File: config.mk
export PLATFORM = sky130hd
export DESIGN_NAME = multicycle_sequencer
export DESIGN_NICKNAME = d
export VERILOG_FILES = /design/src/rtl/multicycle_sequencer.sv
export SDC_FILE = /design/constraint.sdc
export NUM_CORES = 1
export LEC_CHECK = 0
export ABC_AREA = 1
export CORE_MARGIN = 2
export CORE_UTILIZATION = 41
export CTS_CLUSTER_DIAMETER = 100
export CTS_CLUSTER_SIZE = 14
export DETAILED_ROUTE_END_ITERATION = 16
export HOLD_SLACK_MARGIN = 0.02
export PLACE_DENSITY = 0.7
export SLEW_MARGIN = 20
export SYNTH_ARGS = -nofsm -noshare
export SYNTH_HDL_FRONTEND = slang
export SYNTH_SLANG_ARGS = --single-unit
export TNS_END_PERCENT = 10
File: constraint.sdc
create_clock -name clk -period 2.6 [get_ports clk]
set_clock_uncertainty 0.05 [all_clocks]
set_input_delay 0.52 -clock clk [delete_from_list [all_inputs] [get_ports clk]]
set_output_delay 0.52 -clock clk [all_outputs]
set_load 0.05 [all_outputs]
File: src/rtl/multicycle_sequencer.sv
// Multi-cycle control FSM for the 3-bit-opcode CPU: fetch/decode/execute/memory/writeback
// sequencing with a req/ready memory handshake, halt/resume and a saturating retire counter.
module multicycle_sequencer #(
   parameter int CNT_W = 16
) (
   input  logic             clk,
   input  logic             reset,
   input  logic             start,
   input  logic [2:0]       opcode,
   input  logic             alu_zero,
   input  logic             mem_ready,
   output logic             mem_req,
   output logic             mem_we,
   output logic             ir_write,
   output logic             pc_write,
   output logic [1:0]       pc_src,
   output logic             alu_src,
   output logic [2:0]       alu_op,
   output logic             reg_write,
   output logic [1:0]       wb_sel,
   output logic             busy,
   output logic             halted,
   output logic [2:0]       state,
   output logic [CNT_W-1:0] retired
);

   typedef enum logic [2:0] {
      S_IDLE    = 3'd0,
      S_FETCH   = 3'd1,
      S_DECODE  = 3'd2,
      S_EXEC    = 3'd3,
      S_MEM     = 3'd4,
      S_WB      = 3'd5,
      S_HALT    = 3'd6,
      S_ILLEGAL = 3'd7
   } state_t;

   localparam logic [2:0] OP_ALU_A  = 3'd0;
   localparam logic [2:0] OP_ALU_I  = 3'd1;
   localparam logic [2:0] OP_LOAD   = 3'd2;
   localparam logic [2:0] OP_STORE  = 3'd3;
   localparam logic [2:0] OP_BRANCH = 3'd4;
   localparam logic [2:0] OP_JAL    = 3'd5;
   localparam logic [2:0] OP_JALR   = 3'd6;
   localparam logic [2:0] OP_HALT   = 3'd7;

   localparam logic [CNT_W-1:0] CNT_ONE = {{(CNT_W-1){1'b0}}, 1'b1};
   localparam logic [CNT_W-1:0] CNT_MAX = {CNT_W{1'b1}};

   state_t           state_q, state_d;
   logic [2:0]       op_q, op_d;
   logic [CNT_W-1:0] retired_q, retired_d;
   logic             retire;

   always_ff @(posedge clk) begin
      if (reset) begin
         state_q   <= S_IDLE;
         op_q      <= 3'd0;
         retired_q <= '0;
      end else begin
         state_q   <= state_d;
         op_q      <= op_d;
         retired_q <= retired_d;
      end
   end

   always_comb begin
      state_d   = state_q;
      op_d      = op_q;
      retire    = 1'b0;
      mem_req   = 1'b0;
      mem_we    = 1'b0;
      ir_write  = 1'b0;
      pc_write  = 1'b0;
      pc_src    = 2'd0;
      alu_src   = 1'b0;
      alu_op    = 3'd0;
      reg_write = 1'b0;
      wb_sel    = 2'd0;

      case (state_q)
         S_IDLE: begin
            if (start) state_d = S_FETCH;
         end
         S_FETCH: begin
            mem_req = 1'b1;
            if (mem_ready) begin
               ir_write = 1'b1;
               pc_write = 1'b1;
               state_d  = S_DECODE;
            end
         end
         S_DECODE: begin
            op_d = opcode;
            if (opcode == OP_HALT) begin
               retire  = 1'b1;
               state_d = S_HALT;
            end else begin
               state_d = S_EXEC;
            end
         end
         S_EXEC: begin
            alu_op  = op_q;
            alu_src = (op_q != OP_ALU_A);
            case (op_q)
               OP_ALU_A, OP_ALU_I: state_d = S_WB;
               OP_LOAD, OP_STORE:  state_d = S_MEM;
               OP_BRANCH: begin
                  pc_src   = 2'd1;
                  pc_write = alu_zero;
                  retire   = 1'b1;
                  state_d  = S_FETCH;
               end
               OP_JAL, OP_JALR: begin
                  pc_src    = (op_q == OP_JAL) ? 2'd2 : 2'd3;
                  pc_write  = 1'b1;
                  reg_write = 1'b1;
                  wb_sel    = 2'd2;
                  retire    = 1'b1;
                  state_d   = S_FETCH;
               end
               default: state_d = S_FETCH;
            endcase
         end
         S_MEM: begin
            // ALU controls held so the address computed in EXEC stays on the bus
            mem_req = 1'b1;
            mem_we  = (op_q == OP_STORE);
            alu_op  = op_q;
            alu_src = (op_q != OP_ALU_A);
            if (mem_ready) begin
               if (op_q == OP_STORE) begin
                  retire  = 1'b1;
                  state_d = S_FETCH;
               end else begin
                  state_d = S_WB;
               end
            end
         end
         S_WB: begin
            reg_write = 1'b1;
            wb_sel    = (op_q == OP_LOAD) ? 2'd1 : 2'd0;
            retire    = 1'b1;
            state_d   = S_FETCH;
         end
         S_HALT: begin
            if (start) state_d = S_FETCH;
         end
         default: state_d = S_IDLE;
      endcase

      retired_d = (retire && (retired_q != CNT_MAX)) ? retired_q + CNT_ONE : retired_q;
   end

   assign busy    = (state_q != S_IDLE) && (state_q != S_HALT);
   assign halted  = (state_q == S_HALT);
   assign state   = state_q;
   assign retired = retired_q;

endmodule

==> PnR_summary.wiki <==
{| class="wikitable"
! Metric !! Value
|-
| Outcome || finished clean
|-
| Time the worst path needs with I/O delays and setup || 2.44 ns
|-
| GR Layer Usage met1 || 0.248
|-
| Count of H-tree levels built during CTS || 1
|-
| Hold Fails Final Rpt || 0
|-
| Clk root buf || clkbuf_4
|-
| CTS sink count || 22
|-
| Static power due to leakage || approximately 0.86 nW
|-
| Peak supply drop || 0.246 mV
|-
| Non-filler instance count after layout || 333
|-
| Combinational group share of total power || 0.460
|-
| Synthesis-to-layout area growth || 31.9%
|-
| CTS tree || built
|-
| Cell count after synthesis || 246
|-
| Die outline width || 64.5 um
|-
| Number of antenna violations at the first check in global routing || 0
|-
| Clock slew at reported path FFs || 0.13 ns
|-
| Power density over the cells || 565 mW/mm^2
|-
| Number of nets in the layout || 298
|-
| Busiest metal layer after global routing || met2
|-
| Class of the worst hold path || reg -> reg
|-
| Post-route ant nets || 0
|-
| Worst-path cell chain || o21ai_0 -> nand2_1 -> clkdlybuf4s50_1
|-
| Crit-path slowest cell || clkdlybuf4s50_1
|-
| Crit path arrival time || 1.87 ns
|-
| Post-detail-place hpwl || 2750 um
|-
| Mean instance size in the synthesized netlist || 6.10 um^2
|-
| Pre-CTS worst setup slack || 0.333 ns
|-
| Total internal power || about 610 uW
|-
| Number of setup buffers added after CTS || 0
|-
| Final total negative setup slack || 0 ns
|-
| Max cap viols || 0
|-
| Worst slew margin relative to its limit || 0.663
|-
| PnR worst setup slack || 0.156 ns
|-
| Via/cell ratio || 4.94
|-
| I/O pin total || 42
|-
| Proportion of layout cells with a drive suffix above 1 || 0.111
|-
| Max-slew violation count || 0
|-
| Final WL || about 3700 um
|-
| Vias in the first global route || ~1400
|-
| Stage delay of the slowest cell on the critical path || approximately 0.8 ns
|-
| Slew at the pin closest to its max-slew limit || 0.504 ns
|-
| Antenna diode instance count || 0
|-
| Worst setup path class || reg -> out
|-
| Period utilization || 0.940
|-
| Clock Latency Late Sink || 0.32 ns
|-
| Fraction of synthesized cell area taken by the top area cell type || 0.293
|-
| Synth Cell Area || 0.00150 mm^2
|-
| WP data required || 2.03 ns
|-
| Highest clock frequency the design can meet || between 400 and 500 MHz
|-
| Yosys warning count || 0
|-
| Core area || 0.00342 mm^2
|-
| Routed wire per std cell || between 10 and 15 um
|-
| Number of iterations in the first detailed-routing pass || 4
|-
| CTS Buffer Depth || 2
|-
| Die extent in y || 64.5 um
|-
| Met2 Track Usage GR || 0.314
|-
| Residual overflow from global routing || 0
|-
| DRC violations left || 0
|-
| Net switching fraction of the power || 0.450
|-
| Area enclosed by the die boundary || 0.00416 mm^2
|-
| Initial core utilization || 0.440
|-
| Reported net switching power || 504 uW
|-
| Post-Place Cells || between 300 and 400
|-
| Overall via count from detail_route || 1645
|-
| Critical path capture point type || output pin
|-
| Number of violations reported at the end of detailed-routing iteration 0 || 116
|-
| I/O Buffers || 41
|-
| Syn Nets || 256
|-
| Leading post-synthesis cells by cell area || dfxtp_1, nand2_1, nor2_1
|-
| Cell taking the most area after synthesis || dfxtp_1
|-
| Setup crit start kind || flip-flop
|-
| Final weighted congestion of routability-driven global placement || 0.829
|-
| Global routing usage summed across all routing layers || 0.188
|-
| Global-route wire length before repair || about 6300 um
|-
| TritonCTS buffer count || 3
|-
| Final setup vio count || 0
|-
| Utilization of the core after routing || 0.580
|-
| Part of the Yosys area used for sequential elements || 0.293
|-
| Sequential power share || 0.367
|-
| Relative contribution of the clock network to total power || 0.173
|-
| Maximum fanout count along the critical path || 8
|-
| Standard-cell rows || 21
|-
| Pin count of the biggest net entering global routing || 14
|-
| Number of distinct standard cells referenced by the synthesized netlist || 27
|-
| Number of storage elements in the synthesis netlist || 22
|-
| Unrepaired setup endpoints after global routing || false
|-
| GRT met3 Usage || 0.0330
|}
## synthesized netlist by cell type
library cell / instances
o211ai_1: 1
nand3b_1: 1
ha_1: 2
nand2_1: 65
buf_4: 2
inv_1: 33
nor2_2: 2
nor4_1: 2
inv_2: 2
nand2_2: 3
nand2_4: 1
a31oi_1: 1
a21oi_1: 20
nor2_4: 2
o21ai_0: 8
clkbuf_1: 1
nand3_4: 1
nand3_1: 19
clkbuf_8: 1
or2_2: 2
xor2_1: 2
nand4_1: 11
nor2_1: 38
a211oi_1: 1
buf_6: 2
dfxtp_1: 22
nor3_1: 1
## timing repair
item	CTS	global route
gates resized for setup	2	1
hold buffers	0	0
cloned	0	0
endpoints found under the setup margin	2	2
## final timing paths
check                          start                 endpoint  slack, ns  depth (start not counted)
max            state[1]$_SDFFE_PP0P_                     busy       0.16                          3
min          retired[6]$_SDFFE_PP0P_  retired[6]$_SDFFE_PP0P_       0.50                          2
max reg2reg  retired[0]$_SDFFE_PP0P_  retired[1]$_SDFFE_PP0P_       0.71                          9
min reg2reg  retired[6]$_SDFFE_PP0P_  retired[6]$_SDFFE_PP0P_       0.50                          2
## power by group through the flow
stage | Clock (mW) | Combinational (mW) | Sequential (mW)
floorplan | 0 | 0.322 | 0.455
global placement | 0 | 0.521 | 0.417
global route | 0.216 | 0.561 | 0.416
CTS | 0.203 | 0.518 | 0.410
finish | 0.193 | 0.515 | 0.411
detailed placement | 0 | 0.523 | 0.417
## routing by layer
metal  wire length (um)  vias to the layer above  share of wire
met5                  0                        -              0
met4                 42                        0          0.011
met3                156                        5          0.043
met2               1620                       34           0.44
met1               1840                      734           0.50
li1                   -                      872              -
## state kept, by name (all words and copies together), names as in the netlist
register,flops
op_q,3
retired,16
state,3
## logic make-up after synthesis
group	count (synthesis)	synth area share
XOR/XNOR	2	0.0117
flip-flops	22	0.293
buffers and inverters	41	0.124
AO/OA/AOI/OAI	31	0.108
adder cells (fa/ha/maj)	2	0.0167
AND/OR/NAND/NOR	148	0.447
## cell type report
type | instances | area [um^2]
multi-input combinational | 183 | 881
inverter | 35 | 131
sequential | 22 | 442
timing repair buffer | 43 | 433
fill | 346 | 1440
clock buffer | 4 | 36.3
tap | 46 | 57.6
## worst max-delay path: cells and delay by family (launching register included)
family / cells / cell delay, ns
DFF: 1 / 0.49
buffers and inverters: 1 / 0.79
AOI/OAI and AO/OA: 1 / 0.17
and+or+nand+nor: 1 / 0.10
## stage by stage
| stage | area (um^2) | hold slack (ns) | power, mW |
|---|---|---|---|
| 5_1_grt | 1980 | 0.526 | 1.19 |
| 3_3_place_gp | 1950 | 0.472 | 0.938 |
| 2_1_floorplan | 1510 | 0.472 | 0.777 |
| 3_5_place_dp | 1950 | 0.484 | 0.940 |
| 4_1_cts | 1980 | 0.500 | 1.13 |
| 6_report | 1980 | 0.500 | 1.12 |
## cells in the final DEF (no fill, tap or decap), types with 2 or more instances in the layout
cell type / instances
inv_2: 2
nand3_1: 19
inv_1: 33
clkdlybuf4s50_1: 28
or2_2: 2
o21ai_0: 8
nand4_1: 11
nand2_2: 3
nor2_2: 2
buf_12: 3
buf_4: 10
clkbuf_4: 3
ha_1: 2
nor2_1: 38
a21oi_1: 20
nand2_1: 65
dfxtp_1: 21
nor2_4: 2
dlygate4sd2_1: 2
xor2_1: 2
(Power assumes the default switching activity.)
